<file path="src/rtl/demux_dispatch_pkg.sv">
// Shared types and constants for the 1-to-2 stream dispatcher.
package demux_dispatch_pkg;

  typedef enum logic {
    MODE_SEL = 1'b0,
    MODE_RR  = 1'b1
  } mode_e;

  localparam int CH0 = 0;
  localparam int CH1 = 1;

endpackage

</file>
<file path="src/rtl/dispatch_slot.sv">
// Single-entry valid/ready holding register with a saturating count of drained words.
module dispatch_slot #(
  parameter int DATA_W = 8,
  parameter int CNT_W  = 8
) (
  input  logic              clk,
  input  logic              rst,
  input  logic              load,
  input  logic [DATA_W-1:0] load_data,
  input  logic              ready_in,
  output logic              valid,
  output logic [DATA_W-1:0] data,
  output logic              free,
  output logic [CNT_W-1:0]  cnt
);

  logic              valid_q, valid_d;
  logic [DATA_W-1:0] data_q, data_d;
  logic [CNT_W-1:0]  cnt_q, cnt_d;
  logic              drain;

  function automatic logic [CNT_W-1:0] sat_inc(input logic [CNT_W-1:0] v);
    return (v == '1) ? v : v + CNT_W'(1);
  endfunction

  always_comb begin
    drain   = valid_q && ready_in;
    // A word leaving this cycle frees the slot, so a new word can land on the same edge.
    free    = !valid_q || ready_in;
    valid_d = valid_q;
    data_d  = data_q;
    cnt_d   = cnt_q;
    if (drain) begin
      valid_d = 1'b0;
      cnt_d   = sat_inc(cnt_q);
    end
    if (load) begin
      valid_d = 1'b1;
      data_d  = load_data;
    end
  end

  always_ff @(posedge clk) begin
    if (rst) begin
      valid_q <= 1'b0;
      data_q  <= '0;
      cnt_q   <= '0;
    end else begin
      valid_q <= valid_d;
      data_q  <= data_d;
      cnt_q   <= cnt_d;
    end
  end

  assign valid = valid_q;
  assign data  = data_q;
  assign cnt   = cnt_q;

endmodule

</file>
<file path="src/rtl/demux_dispatch.sv">
// Registered 1-to-2 dispatcher: routes each accepted word to one channel by in_sel or round-robin.
module demux_dispatch
  import demux_dispatch_pkg::*;
#(
  parameter int DATA_W = 8,
  parameter int CNT_W  = 8
) (
  input  logic              clk,
  input  logic              rst,
  input  logic              in_valid,
  output logic              in_ready,
  input  logic [DATA_W-1:0] in_data,
  input  logic              in_sel,
  input  logic              mode,
  output logic [1:0]        out_valid,
  input  logic [1:0]        out_ready,
  output logic [DATA_W-1:0] out0_data,
  output logic [DATA_W-1:0] out1_data,
  output logic [CNT_W-1:0]  cnt0,
  output logic [CNT_W-1:0]  cnt1,
  output logic              rr_ptr
);

  logic       rr_ptr_q, rr_ptr_d;
  logic       dest;
  logic       accept;
  logic [1:0] free;
  logic [1:0] load;

  always_comb begin
    dest     = (mode_e'(mode) == MODE_RR) ? rr_ptr_q : in_sel;
    // Only the chosen channel gates input; RR never skips ahead to an idle channel.
    in_ready = dest ? free[CH1] : free[CH0];
    accept   = in_valid && in_ready;
    load     = 2'b00;
    load[dest] = accept;
    rr_ptr_d = rr_ptr_q;
    if (accept && (mode_e'(mode) == MODE_RR)) rr_ptr_d = ~rr_ptr_q;
  end

  always_ff @(posedge clk) begin
    if (rst) rr_ptr_q <= 1'b0;
    else     rr_ptr_q <= rr_ptr_d;
  end

  assign rr_ptr = rr_ptr_q;

  dispatch_slot #(.DATA_W(DATA_W), .CNT_W(CNT_W)) u_slot0 (
    .clk       (clk),
    .rst       (rst),
    .load      (load[CH0]),
    .load_data (in_data),
    .ready_in  (out_ready[CH0]),
    .valid     (out_valid[CH0]),
    .data      (out0_data),
    .free      (free[CH0]),
    .cnt       (cnt0)
  );

  dispatch_slot #(.DATA_W(DATA_W), .CNT_W(CNT_W)) u_slot1 (
    .clk       (clk),
    .rst       (rst),
    .load      (load[CH1]),
    .load_data (in_data),
    .ready_in  (out_ready[CH1]),
    .valid     (out_valid[CH1]),
    .data      (out1_data),
    .free      (free[CH1]),
    .cnt       (cnt1)
  );

endmodule

</file>
<file path="config.mk">
export PLATFORM = sky130hd
export DESIGN_NAME = demux_dispatch
export DESIGN_NICKNAME = d
export VERILOG_FILES = /design/src/rtl/demux_dispatch_pkg.sv /design/src/rtl/dispatch_slot.sv /design/src/rtl/demux_dispatch.sv
export SDC_FILE = /design/constraint.sdc
export NUM_CORES = 1
export LEC_CHECK = 0
export ABC_AREA = 1
export CAP_MARGIN = 20
export CORE_MARGIN = 2
export CORE_UTILIZATION = 42
export CTS_CLUSTER_SIZE = 16
export DETAILED_ROUTE_END_ITERATION = 8
export GPL_TIMING_DRIVEN = 0
export PLACE_DENSITY = 0.72
export SYNTH_ARGS = -nofsm -noshare
export SYNTH_HDL_FRONTEND = slang
export SYNTH_SLANG_ARGS = --single-unit
</file>
<file path="constraint.sdc">
create_clock -name clk -period 1.4 [get_ports clk]
set_clock_uncertainty 0.1 [all_clocks]
set_input_delay 0.28 -clock clk [delete_from_list [all_inputs] [get_ports clk]]
set_output_delay 0.28 -clock clk [all_outputs]
set_load 0.02 [all_outputs]
</file>
# [Yosys cells after proc, flatten, opt, wreduce, memory -nomap -nowiden]
# Cells that the tools add are included.
# W data, S select, Z words.
[totals] input_bits=15 output_inout_bits=36 register_bits=35 elab_cells=38
[op_classes] n_reduce_logical=13 eq_ne=2 n_lt_le_gt_ge=2 n_mux=8 n_addsub=2 bitwise_logic=4
[op_table] cell="$add A8 B1 Y8 const B" count=2
[op_table] cell="$eq A8 B8 Y1 const B" count=2
[op_table] cell="$mux W1" count=7
[op_table] cell="$logic_and A1 B1 Y1" count=5
[op_table] cell="$reduce_and A2 Y1" count=2
[op_table] cell="$reduce_bool A2 Y1" count=2
[op_table] cell="$not A1 Y1" count=3
[op_table] cell="$and A2 B2 Y2" count=1
[op_table] cell="$logic_not A1 Y1" count=2
[op_table] cell="$logic_or A1 B1 Y1" count=2
[op_table] cell="$lt A1 B2 Y1 const B" count=1
[op_table] cell="$demux W1 S1" count=1
[op_table] cell="$ge A1 B1 Y1 const B" count=1

# [Depth between registers and ports, before layout]
# Gate-level depths: netlist of run 1.
[depth] depth_word=7 ltp_mapped=8 mapped_depth_nobuf=8

# [By module]
# Synthesis of run 1 repeated with hierarchy kept, for this count alone.
[unflattened] hier_cells=238 area_unflattened_um2=1670.4
[by_module_without_submodules] mod="dispatch_slot" area_each_um2=765.7 n_inst=2 cells_per_inst=106
[by_module_without_submodules] mod="demux_dispatch" area_each_um2=138.9 n_inst=1 cells_per_inst=26

# [Worst setup path after synthesis of run 1]
# No wires, ideal clock.
[synth_timing] path_type="register to register" start="register u_slot1.cnt_q[0] (netlist: u_slot1.cnt[0])" end="register u_slot1.cnt_q[4] (netlist: u_slot1.cnt[4])" arrival_time_ns=1.268 path_stages_with_launch=9 period_less_slack_ns=1.509 setup_ns=0.140 path_slack_ns=-0.109 path_cell_list="dfxtp_1 ha_1 nand2_2 nor2_4 nand2_4 nand2_8 inv_2 nand2_1 a21oi_2"
[synth_via] elab_chain_len=3 word_cells_on_any_way=4 classes_between="add/sub (1); eq/ne (1); bitwise (1); reduce/logical (1)"
[synth_lines] item="start: declaration" line_no="dispatch_slot.sv:19" source="logic [CNT_W-1:0] cnt_q, cnt_d;"
[synth_lines] item="start signal: assignment" line_no="dispatch_slot.sv:51" source="cnt_q <= cnt_d;"
[synth_lines] item="parallel branches: the longest is 3 deep, another holds $add A8 B1 Y8"
# Parallel ways; which one is timed is not known.
# A chain may end at the register's enable or synchronous reset.

# [Worst setup path in the final report of run 1]
[layout_timing] start="register rr_ptr_q (netlist: rr_ptr)" end="output port in_ready"
[layout_via] elab_chain_len=2
[layout_lines] item="start: declaration" line_no="demux_dispatch.sv:24" source="logic rr_ptr_q, rr_ptr_d;"
[layout_lines] item="start signal: assignment" line_no="demux_dispatch.sv:43" source="else rr_ptr_q <= rr_ptr_d;"
[layout_lines] item="$mux W1" line_no="demux_dispatch.sv:31" source="dest = (mode_e'(mode) == MODE_RR) ? rr_ptr_q : in_sel;"
[layout_lines] item="$mux W1" line_no="demux_dispatch.sv:33" source="in_ready = dest ? free[CH1] : free[CH0];"
[layout_lines] item="end: declaration" line_no="demux_dispatch.sv:11" source="output logic in_ready,"
# Every way passes these cells.

==> results of run 1 <==
routing by layer:
metal / global-route usage, % / vias to the layer above / part of all wire [%]
met3: 4.11 / 4 / 3.6
li1: - / 863 / -
met1: 24.7 / 699 / 50
met5: 0 / - / 0
met2: 27.5 / 28 / 45
met4: 6.00 / 0 / 1.2
how the worst max path moves through the flow:
stage | start | to | slack [ns] | cells past startpoint
2_1_floorplan | u_slot1.cnt[0]$_SDFFE_PP0P_ | u_slot1.cnt[4]$_SDFFE_PP0P_ | 0.005 | 8
3_3_place_gp | mode | in_ready | -0.83 | 6
3_5_place_dp | mode | in_ready | -0.83 | 6
4_1_cts | in_sel | in_ready | -0.20 | 6
5_1_grt | rr_ptr$_SDFFE_PP0P_ | in_ready | -0.08 | 5
6_report | rr_ptr$_SDFFE_PP0P_ | in_ready | -0.02 | 5
synth_stat cells, drive strengths merged:
cell,number,area share [%]
xnor2,1,0.51
clkbuf,2,0.43
nor3,2,0.87
buf,5,2.2
inv,39,8.5
ha,2,1.4
a21oi,28,10
o21ai,20,5.8
xor2,5,2.5
nand4,4,2.3
nand3,11,3.9
dfxtp,35,40
nor2,22,5.6
nand2,58,15
power by group:
group / internal (mW) / switching [mW]
combinational: 0.159 / 0.205
clock: 0.348 / 0.368
sequential: 1.04 / 0.0304
total: 1.55 / 0.604
state kept, by name (all words and copies together), names as in the netlist:
name,cells
rr_ptr,1
u_slot0.cnt,8
u_slot0.data,8
u_slot0.valid,1
u_slot1.cnt,8
u_slot1.data,8
u_slot1.valid,1
stage by stage:
stage,cell area (um2),worst slack [ns],hold WS (ns)
floorplan,1740,0.00472,0.235
global placement,2300,-0.830,0.331
detailed placement,2300,-0.833,0.334
CTS,2420,-0.205,0.343
global route,2470,-0.0820,0.258
finish,2470,-0.0226,0.221
cell type report:
class | count | area share, %
tap | 50 | 2.53
sequential | 35 | 29.3
buffer | 7 | 1.97
multi-input combinational | 153 | 35.8
inverter | 39 | 5.92
clock inverter | 2 | 0.506
clock buffer | 6 | 2.94
timing repair buffer | 57 | 21.0
kinds of logic (layout without fill, tap and decap cells):
logic type,after synthesis,in the layout
adders and majority gates,2,2
AOI/OAI and AO/OA,48,48
and+or+nand+nor,97,97
DFF,35,35
buffers and inverters,46,111
xor gates and xnor gates,6,6
worst max-delay path: cells and delay by family (launching register included):
| kind | cells | cell delay, ns |
|---|---|---|
| and+or+nand+nor | 4 | 0.27 |
| DFF | 1 | 0.37 |
| buffers and inverters | 1 | 0.13 |
timing repair:
action / 4_1_cts / 5_1_grt
setup endpoints to repair: 52 / 37
buffers inserted: 2 / 5
gates resized for setup: 77 / 33
pin swaps: 1 / 6
==> metrics.md, run 1 <==
| Metric | Value |
|---|---|
| Vias | 1594 |
| CP Data Required Time | 1.02 ns |
| Leak | 1.08 nW |
| Synth Area per Inst | 7.39 um2 |
| Routed len/inst | 11.2 um |
| Routed wire length | 3900 um |
| First-pass GRT wire length | 6340 um |
| Commonest cells after routing, fill and taps aside | nand2_1 (43), inv_1 (37), dfxtp_1 (22), nor2_1 (20), a21oi_1 (19) |
| Fin crit period | 1.42 ns |
| CP Launch Type | flip-flop |
| Cells along the critical path | nand2_4, nand2_4, nand2_2, nand2_2, buf_6 |
| Maximum fanout along the worst path | 4 |
| Clock Root Buffer | clkbuf_8 |
| Total die area | 4650 um2 |
| Synth Cell Area | 1730 um2 |
| Arrival time at the worst endpoint | 1.04 ns |
| XOR/XNOR Fraction of Synth Area | 3.04% |
| Min-Delay Path Depth | 4 |
| Final Hold Viols | 0 |
| Reg2reg end | u_slot1.cnt[4]$_SDFFE_PP0P_ |
| Number of routed nets with antenna violations | 0 |
| Number of global-route vias before repair | 1423 |
| Core Footprint | 3970 um2 |
| Slew Viols, Final | 0 |
| Largest net degree at the start of global routing | 12 |
| Mapped Cells | 234 |
| VDD IR max | 0.808 mV |
| Yosys warns | 0 |
| Hold Crit Endpoint | u_slot1.valid$_SDFFE_PP0P_ |
| TritonCTS Buffers | 5 |
| Buffers added on ports | 50 |
| CTS H-tree lvls | 2 |
| Final setup margin | -0.0226 ns |
| Compound-gate portion of the synthesized area | 15.8% |
| Longest Clk Path Bufs | 2 |
| FF-to-FF path depth | 8 |
| Final RePlAce weighted congestion | 0.890 |
| Post-layout util | 62.3% |
| Number of buffers inserted by hold repair at cts | 0 |
| Cell row count | 23 |
| Synth Area in Simple Gates | 28.1% |
| Worst path max stage delay | 0.37 ns |
| Final total power | 2.15 mW |
| HP Start | out_ready[1] |
| TritonCTS clock tree | done |
| Inst Count DP | 334 |
| GR Util All Layers | 18.0% |
| Final count of negative-setup-slack endpoints | 1 |
| Max-cap violations | 0 |
| Fill cell count | 395 |
| I/O pin count | 51 |
| Vias per cell | 4.57 |
| Area grow syn2layout | 42.9% |
| CP max stage cell | dfxtp_4 |
| Fin crit share | 102% |
| GRT Residual Overflow | 0 |
| Most common cell after layout, fill and taps aside | nand2_1 |
| Synth cell types | 26 |
| Max Fclk | 0.703 GHz |
| Adder-Cell Fraction of Synth Area | 1.45% |
| Seq cells post-synth | 35 |
| Fin cells | 349 |
| Reg clk slew, reported paths | 0.08 ns |
| RSZ-0062 raised after global routing | true |
| Syn Nets | 251 |
| Die width | 68.2 um |
| Ant diodes | 0 |
| Final setup TNS | -0.0226 ns |
| Initial core utilization | 43.6% |
| Sequential share of the synthesized area | 40.5% |
| DP Wirelength | 2800 um |
| Worst slew margin | 80.2% |
| Largest family of logic cells by synthesized area | simple AND/OR/NAND/NOR gates |
| Multi-input logic area | 886 um2 |
| Outcome | complete, but fails checks |
| Clk_lat worst skew | 0.28 ns |
| Pwr dens | 871 nW/um2 |
| WS Path Type | flip-flop to primary output |
| Fraction of layout cells with a size suffix above 1 | 28.1% |
| DRC violations left | 0 |
| Least-Margin Pin Slew | 0.297 ns |
| CTS sink count | 35 |
| Die H | 68.2 um |
| Violated checks | setup timing |
| Mux cell area share after synthesis | 0% |
| Nature of the critical path endpoint | primary output |
| Pre-antenna DRT Iters | 4 |
| Reg2Reg Setup Slack | 0.09 ns |
| Reg area | 724 um2 |
| Hold WC Path Type | input pin to flip-flop |
| Worst r2r src | u_slot1.cnt[0]$_SDFFE_PP0P_ |
| Initial antenna violation count | 0 |
| Initial drt markers | 46 |
| Fin nets | 315 |
Note: power is estimated with default switching activity, not from simulation.
==> run 2: changes to the inputs <==
--- a/config.mk
+++ b/config.mk
@@ -13,6 +13,7 @@
 export DETAILED_ROUTE_END_ITERATION = 8
 export GPL_TIMING_DRIVEN = 0
 export PLACE_DENSITY = 0.72
+export SLEW_MARGIN = 20
 export SYNTH_ARGS = -nofsm -noshare
 export SYNTH_HDL_FRONTEND = slang
 export SYNTH_SLANG_ARGS = --single-unit
==> results of run 2 <==
Same layout as run 1: the final DEF is identical, and so are final timing and power.
==> run 3: changes to the inputs <==
--- a/config.mk
+++ b/config.mk
@@ -5,7 +5,6 @@
 export SDC_FILE = /design/constraint.sdc
 export NUM_CORES = 1
 export LEC_CHECK = 0
-export ABC_AREA = 1
 export CAP_MARGIN = 20
 export CORE_MARGIN = 2
 export CORE_UTILIZATION = 42
@@ -13,7 +12,6 @@
 export DETAILED_ROUTE_END_ITERATION = 8
 export GPL_TIMING_DRIVEN = 0
 export PLACE_DENSITY = 0.72
-export SLEW_MARGIN = 20
 export SYNTH_ARGS = -nofsm -noshare
 export SYNTH_HDL_FRONTEND = slang
 export SYNTH_SLANG_ARGS = --single-unit
==> run 3 against run 2 <==
  * The run still ends with setup timing left
  * Synthesized area down 1.4%
  * Critical path type unchanged
  * Sequential cell count is the same
  * Total power increased by 3.6%
  * Largest cell class unchanged
  * Via count up 12%
  * First-iteration DRC count grew to 3.1 times the previous value
  * Maximum frequency fell by 17%
==> metrics.md, run 3 <==
| Metric | Value |
|---|---|
| Outcome | complete, but fails checks |
| Violated checks | setup timing |
| Final Hold Viols | 0 |
| Seq cells post-synth | 35 |
| Reg2Reg Setup Slack | -0.09 ns |
| Syn Nets | 208 |
| Cell row count | 23 |
| Compound-gate portion of the synthesized area | 21.6% |
| Inst Count DP | 291 |
| Die width | 67.7 um |
| I/O pin count | 51 |
| Crit path launch | rr_ptr$_SDFFE_PP0P_ |
| FF-to-FF path depth | 4 |
| GRT met3 Usage | 5.00% |
| Fraction of layout cells with a size suffix above 1 | 34.1% |
| RSZ-0062 raised after global routing | true |
| Synth Area in Simple Gates | 24.3% |
| Mapped Cells | 191 |
| Initial core utilization | 43.3% |
| TritonCTS Buffers | 5 |
| Share of the synthesized area in the top cell type | 41.1% |
| CP max stage cell | dfxtp_4 |
| Worst slew margin | 63.1% |
| Most frequent cells after synthesis | dfxtp_1 (35), a21oi_1 (26), nand4_1 (16), o31ai_1 (16), nor2b_1 (8) |
| Nature of the critical path endpoint | primary output |
| Routed len/inst | 15.7 um |
| CTS sink count | 35 |
| Initial drt markers | 142 |
| WHS | 0.362 ns |
| Vias | 1778 |
| Reg2reg end | u_slot0.cnt[3]$_SDFFE_PP0P_ |
| XOR/XNOR Fraction of Synth Area | 0% |
| Commonest cells after routing, fill and taps aside | a21oi_1 (23), dlygate4sd2_1 (21), dfxtp_1 (20), nand4_1 (16) |
| GR Util met1 | 28.1% |
| Fin crit share | 122% |
| Number of global-route vias before repair | 1618 |
| Cells along the critical path | mux2_4, buf_8, nor2_4, a21oi_4, buf_6 |
| Routed wire length | 4830 um |
| Post-synth EDFFs | 0 |
| Buffers added on ports | 50 |
| Final RePlAce weighted congestion | 0.848 |
| Leak | 1.05 nW |
| Fin crit period | 1.71 ns |
| Area grow syn2layout | 50.8% |
| Fill cell count | 349 |
| DRC violations left | 0 |
| Worst setup path endpoint | in_ready |
| Largest net degree at the start of global routing | 11 |
| Hold WC Path Type | input pin to flip-flop |
| GR Util All Layers | 21.5% |
| Worst r2r src | u_slot0.cnt[1]$_SDFFE_PP0P_ |
| Number of buffers inserted by hold repair at cts | 0 |
| Arrival time at the worst endpoint | 1.33 ns |
| CP Launch Type | flip-flop |
| CP Data Required Time | 1.02 ns |
| Slew Viols, Final | 0 |
| Synth cell types | 32 |
| Most common cell in the netlist | dfxtp_1 |
| Initial antenna violation count | 0 |
| Reg clk slew, reported paths | 0.07 ns |
| Largest family of logic cells by synthesized area | simple AND/OR/NAND/NOR gates |
| Max Fclk | 0.583 GHz |
| Worst path max stage delay | 0.36 ns |
| Least-Margin Pin Slew | 0.543 ns |
| Vias per cell | 5.77 |
| Async SR Flop Fraction | 0% |
| Final count of negative-setup-slack endpoints | 11 |
| Most common cell after layout, fill and taps aside | a21oi_1 |
| Max-cap violations | 0 |
| Synth Cell Area | 1710 um2 |
| Mux cell area share after synthesis | 6.16% |
| Pre-antenna DRT Iters | 4 |
| Clk_lat worst skew | 0.29 ns |
| GRT Residual Overflow | 0 |
| WS Path Type | flip-flop to primary output |
| DP Wirelength | 3110 um |
| Synth area leader | dfxtp_1 |
| Yosys warns | 0 |
| CTS H-tree lvls | 2 |
| Maximum fanout along the worst path | 4 |
| Number of routed nets with antenna violations | 0 |
| Grt met2 use | 34.9% |
| Synth Area per Inst | 8.93 um2 |
| Total die area | 4590 um2 |
| Longest Clk Path Bufs | 2 |
| Final setup TNS | -0.601 ns |
| Core Footprint | 3940 um2 |
| VDD IR max | 0.588 mV |
| Final setup margin | -0.314 ns |
| Fin cells | 308 |
| Fin nets | 274 |
| Sequential share of the synthesized area | 41.1% |
| Top_reg_cell synth | dfxtp_1 |
| TritonCTS clock tree | done |
| Adder-Cell Fraction of Synth Area | 1.47% |
| Layer with the highest usage | met2 |
| Die H | 67.7 um |
| Ant diodes | 0 |
| Clock Root Buffer | clkbuf_8 |
| First-pass GRT wire length | 7430 um |
| Pwr dens | 867 nW/um2 |
| Largest cells by area after synthesis | dfxtp_1 (41%), a21oi_1 (7.6%), o31ai_1 (7.0%) |
==> run 3: through the flow <==
step | utilization, % | power, mW | area, um2 | setup slack (ns)
after global placement | 60.0 | 1.42 | 2360 | -1.13
after detailed placement | 60.0 | 1.42 | 2360 | -1.14
after global routing | 65.2 | 2.30 | 2570 | -0.342
final | 65.2 | 2.23 | 2570 | -0.314
after CTS | 64.8 | 2.23 | 2560 | -0.306
after floorplan | - | 1.26 | 1800 | -0.0590
==> run 3: report_power, final <==
group	leakage, nW	internal [mW]	switching, mW
sequential	0.294	1.02	0.0251
combinational	0.701	0.161	0.200
clock	0.0515	0.449	0.371
==> run 3: worst min-delay path by stage <==
stage                            startpoint                      endpoint  slack, ns  depth (start not counted)
2_1_floorplan                    in_data[0]  u_slot0.data[0]$_SDFFE_PP0P_       0.33                          2
3_3_place_gp   u_slot1.data[1]$_SDFFE_PP0P_  u_slot1.data[1]$_SDFFE_PP0P_       0.36                          2
3_5_place_dp   u_slot1.data[1]$_SDFFE_PP0P_  u_slot1.data[1]$_SDFFE_PP0P_       0.36                          2
4_1_cts                                mode           rr_ptr$_SDFFE_PP0P_       0.36                          3
5_1_grt        u_slot1.data[5]$_SDFFE_PP0P_  u_slot1.data[5]$_SDFFE_PP0P_       0.39                          2
6_report                                rst   u_slot1.cnt[0]$_SDFFE_PP0P_       0.36                          3
==> run 3: per-layer routing <==
metal,routed length [um],share of wire [%],vias to the layer above
met1,2140,44,845
met5,0,0,-
met3,342,7.1,8
met4,70,1.4,0
met2,2270,47,52
li1,-,-,873
==> run 3: cell type report <==
| cell class | instances | area [um2] | share of cell area (%) |
|---|---|---|---|
| flip-flops and latches | 35 | 737 | 28.7 |
| repair buffers | 59 | 510 | 19.9 |
| plain buffers | 16 | 114 | 4.43 |
| clock buffers | 8 | 100 | 3.89 |
| inverters | 2 | 7.51 | 0.292 |
| well taps | 50 | 62.6 | 2.43 |
| multi-input cells | 138 | 1040 | 40.4 |
==> run 3: worst max-delay path, delay by kind of cell, from the launching register on <==
kind,cells,cell delay (ns)
simple gates,1,0.09
compound gates,1,0.04
flops,1,0.36
mux,1,0.29
buf+inv,2,0.27
==> run 3: cells by family (layout without fill, tap and decap cells) <==
kind of cell | Yosys count | in the layout
AO/OA/AOI/OAI | 58 | 58
adder cells (fa/ha/maj) | 2 | 2
flip-flops | 35 | 35
multiplexers | 9 | 9
AND/OR/NAND/NOR | 69 | 69
buffers and inverters | 18 | 85
==> run 3: repair_timing <==
item                                    CTS  global route
pin swaps                                 4             2
endpoints found under the setup margin   63            41
buffers inserted                          8             1
gates resized for setup                 100            25
cloned                                    0             0
hold endpoints to repair                  0             0
==> patch 1 (flow settings as in run 2) <==
Put a register stage on the output `cnt0`, cleared by the reset. The value now appears one clock later. The other outputs are not delayed to match.
--- a/src/rtl/demux_dispatch.sv
+++ b/src/rtl/demux_dispatch.sv
@@ -22,2 +22,4 @@
 );
+
+  logic [CNT_W-1:0] cnt0_d;
 
@@ -56,3 +58,3 @@
     .free      (free[CH0]),
-    .cnt       (cnt0)
+    .cnt       (cnt0_d)
   );
@@ -71,2 +73,10 @@
 
+  always_ff @(posedge clk) begin
+    if (rst) begin
+      cnt0 <= '0;
+    end else begin
+      cnt0 <= cnt0_d;
+    end
+  end
+
 endmodule
Check against the original RTL: not equivalent (Yosys sat finds a counterexample within 4 cycles, from zero or initial values and one cycle with rst high).
==> patch 1 against run 2 <==
- setup slack better by 24 ps
- routed wire length grew 3.4%
- design area is 6.0% higher
- non-clock buffer count shrank 2
- sequential cell count grew 8
- synthesized area increased by 9.1%
- power rose by 9.7%
- maximum frequency rose by 1.7%
- largest cell class is now flip-flops and latches
- highest routed layer unchanged
==> patch 1: results (changes against run 2) <==
drt:
  avgViaCountPerCell: 4.65  # +1.8%
  drt_wl_total_um: 4040  # +3.4%
  wl_met1_um: 1860  # -4.4%
  wl_met2_um: 1940  # +9.8%
  drt_iter0_markers: 96  # +110%
  via_count: 1697  # +6.5%
clocking:
  post_cts_buffers: 0  # -2
min_path:
  min_to: "u_slot1.cnt[2]"
  hold_path_depth: 2  # -2
  hp-start: "rst"
layout:
  layout.nonclk_buf_frac: 0.209  # -0.0211
  fin_nets: 331  # +5.1%
  n_all_inverters: 43  # +10%
  final-clk-cell-share: 0.0277  # -0.00671
  utilization: 0.602  # -0.0208
  layout-drive-gt1-share: 0.243  # -0.0381
floorplanning:
  die_area_mm2: 0.00505  # +8.6%
yosys:
  syn_avg_cell_area_um2: 7.46  # +0.92%
  synth-seq-cells: 43  # +23%
  yosysSeqAreaShare: 0.456  # +0.0510
  synth.area.top_cells: "dfxtp_1, nand2_1, inv_1"
  ys_types: 23  # -12%
  synth_commonest_cells: "nand2_1, dfxtp_1, inv_1, nor2_1, o21ai_0"
critical_path:
  reg2reg_to: "u_slot0.cnt[2]"
  path_max_fanout: 3  # -1
placed_design:
  port_buffers: 49  # -2.0%
  dpl_worst_slack_ps: -762  # +71.1 ps
  dp_hpwl_um: 2860  # +2.0%
power:
  power_mw: 2.36  # +9.7%
  sequentialPower_mw: 1.30  # +21%
run_status:
  status: "complete, no violations"
global_routing:
  grt_util_met1: 0.222  # -0.0258
  met3_usage: 0.0470  # +0.00589
  grt_pass1_wl_um: 6720  # +6.0%
timing:
  period_share: 0.999  # -0.0172
[patch 1: changes by cell type in the layout (fill, tap and decap cells not counted), sizes merged, moves of 2 or more]
| cell | run 2 | this run |
|---|---|---|
| clkbuf | 14 | 7 |
| nor2 | 22 | 31 |
| dlygate4sd2 | 17 | 25 |
| clkdlybuf4s15 | 12 | 9 |
| inv | 39 | 43 |
| dfxtp | 35 | 43 |
| o21ai | 20 | 22 |
| nand2 | 58 | 55 |
| dlymetal6s2s | 4 | 2 |
| buf | 14 | 16 |
[patch 1: kinds of logic (layout without fill, tap and decap cells)]
kind of cell	count (synthesis)	after routing	share of synthesized area
adders and majority gates	2	2	0.0133
xor gates and xnor gates	6	6	0.0278
and+or+nand+nor	102	102	0.247
DFF	43	43	0.456
buffers and inverters	51	111	0.111
AOI/OAI and AO/OA	49	49	0.146
[patch 1: worst max-delay path, stage by stage, from the launching register on]
cell	delay (ps)
dfxtp_4	360
nand2_4	80
nand2_4	60
nand2_2	60
nand2_2	60
buf_6	130
==> patch 2 (flow settings as in run 2) <==
Made on the original files. `DATA_W` is set to 8 in 2 places; all go to 10.
--- a/src/rtl/dispatch_slot.sv
+++ b/src/rtl/dispatch_slot.sv
@@ -2,3 +2,3 @@
 module dispatch_slot #(
-  parameter int DATA_W = 8,
+  parameter int DATA_W = 10,
   parameter int CNT_W  = 8
--- a/src/rtl/demux_dispatch.sv
+++ b/src/rtl/demux_dispatch.sv
@@ -4,3 +4,3 @@
 #(
-  parameter int DATA_W = 8,
+  parameter int DATA_W = 10,
   parameter int CNT_W  = 8
Interface: changed (resized in_data, out0_data and out1_data); port bits go from 51 to 57. No check against the original RTL was run, so the function may have changed too.
==> patch 2 against run 2 <==
- the run still ends with negative setup slack left
- routed wire length is 21% higher
- sequential power rose by 10%
- design area increased by 8.8%
- power up 7.2%
- setup slack worse by 12 ps
- core utilization up 0.39 points
- hold slack worse by 18 ps
- sequential cell count increased by 4
- combinational power increased by 1%
- synthesized area rose by 6.8%
- register-to-register slack worse by 80 ps
- clock power is 6.3% higher
- maximum frequency is 0.80% lower
- critical endpoint unchanged
- largest cell class unchanged
- largest power group unchanged
==> patch 2: results (changes against run 2) <==
global_routing:
  grt_util_met1: 0.209  # -0.0385
  grt_pass1_vias: 1684  # +18%
  grt_max_degree: 14  # +2
  met3_usage: 0.0794  # +0.0382
  met2_usage: 0.306  # +0.0306
drt:
  wl_met3_um: 374  # +160%
  avgViaCountPerCell: 4.99  # +9.2%
  drt_iter0_markers: 118  # +160%
  wl_met1_um: 1980  # +1.7%
layout:
  final-clk-cell-share: 0.0330  # -0.00139
  utilization: 0.626  # +0.00390
  n_fill_cell: 421  # +6.6%
  layout.nonclk_buf_frac: 0.242  # +0.0126
  buffers: 75  # +17%
  n_all_inverters: 35  # -10%
yosys:
  yosysSeqAreaShare: 0.422  # +0.0176
  syn_area_mm2: 0.00185  # +6.8%
  syn_nets: 283  # +13%
  synth.area.top_cells: "dfxtp_1, nand2_1, a21oi_1"
  synth-seq-cells: 39  # +11%
placed_design:
  dp_hpwl_um: 3170  # +13%
  place.gp.congestion: 0.864  # -3.0%
  dpl_worst_slack_ps: -735  # +98.1 ps
power:
  clock_power_share: 0.330  # -0.003
  pwr-share-comb: 0.160  # -0.009
  pg_clk_mw: 0.761  # +6.3%
  leakagePower_nw: 1.21  # +12%
critical_path:
  path_max_fanout: 5  # +1
timing:
  setup_viol: 1  # unchanged
  fin_ws_ps: -34.1  # -11.5 ps
run_status:
  violations: "negative setup slack"
  status: "finished, violations left"
[patch 2: cell count changes after synthesis, sizes merged]
cell,delta
clkbuf,+1
nand4,+13
xnor2,-1
dfxtp,+4
inv,-4
xor2,-3
o21ai,-10
nand3,+6
nand3b,+2
nand2,+12
a21oi,+3
buf,+5
nor2,+2
[patch 2: logic make-up after synthesis]
| logic type | Yosys count | share of synthesized area |
|---|---|---|
| AO/OA/AOI/OAI | 41 | 0.113 |
| XOR/XNOR | 2 | 0.00948 |
| adder cells (fa/ha/maj) | 2 | 0.0135 |
| buffers and inverters | 48 | 0.117 |
| flip-flops | 39 | 0.422 |
| AND/OR/NAND/NOR | 132 | 0.324 |
[patch 2: final timing paths]
kind	to	slack (ps)	cells past startpoint
worst max-delay path	in_ready	-30	6
worst max register to register	u_slot1.cnt[6]	10	7
worst min register to register	u_slot1.data[1]	340	2
worst min-delay path	u_slot1.valid	200	4
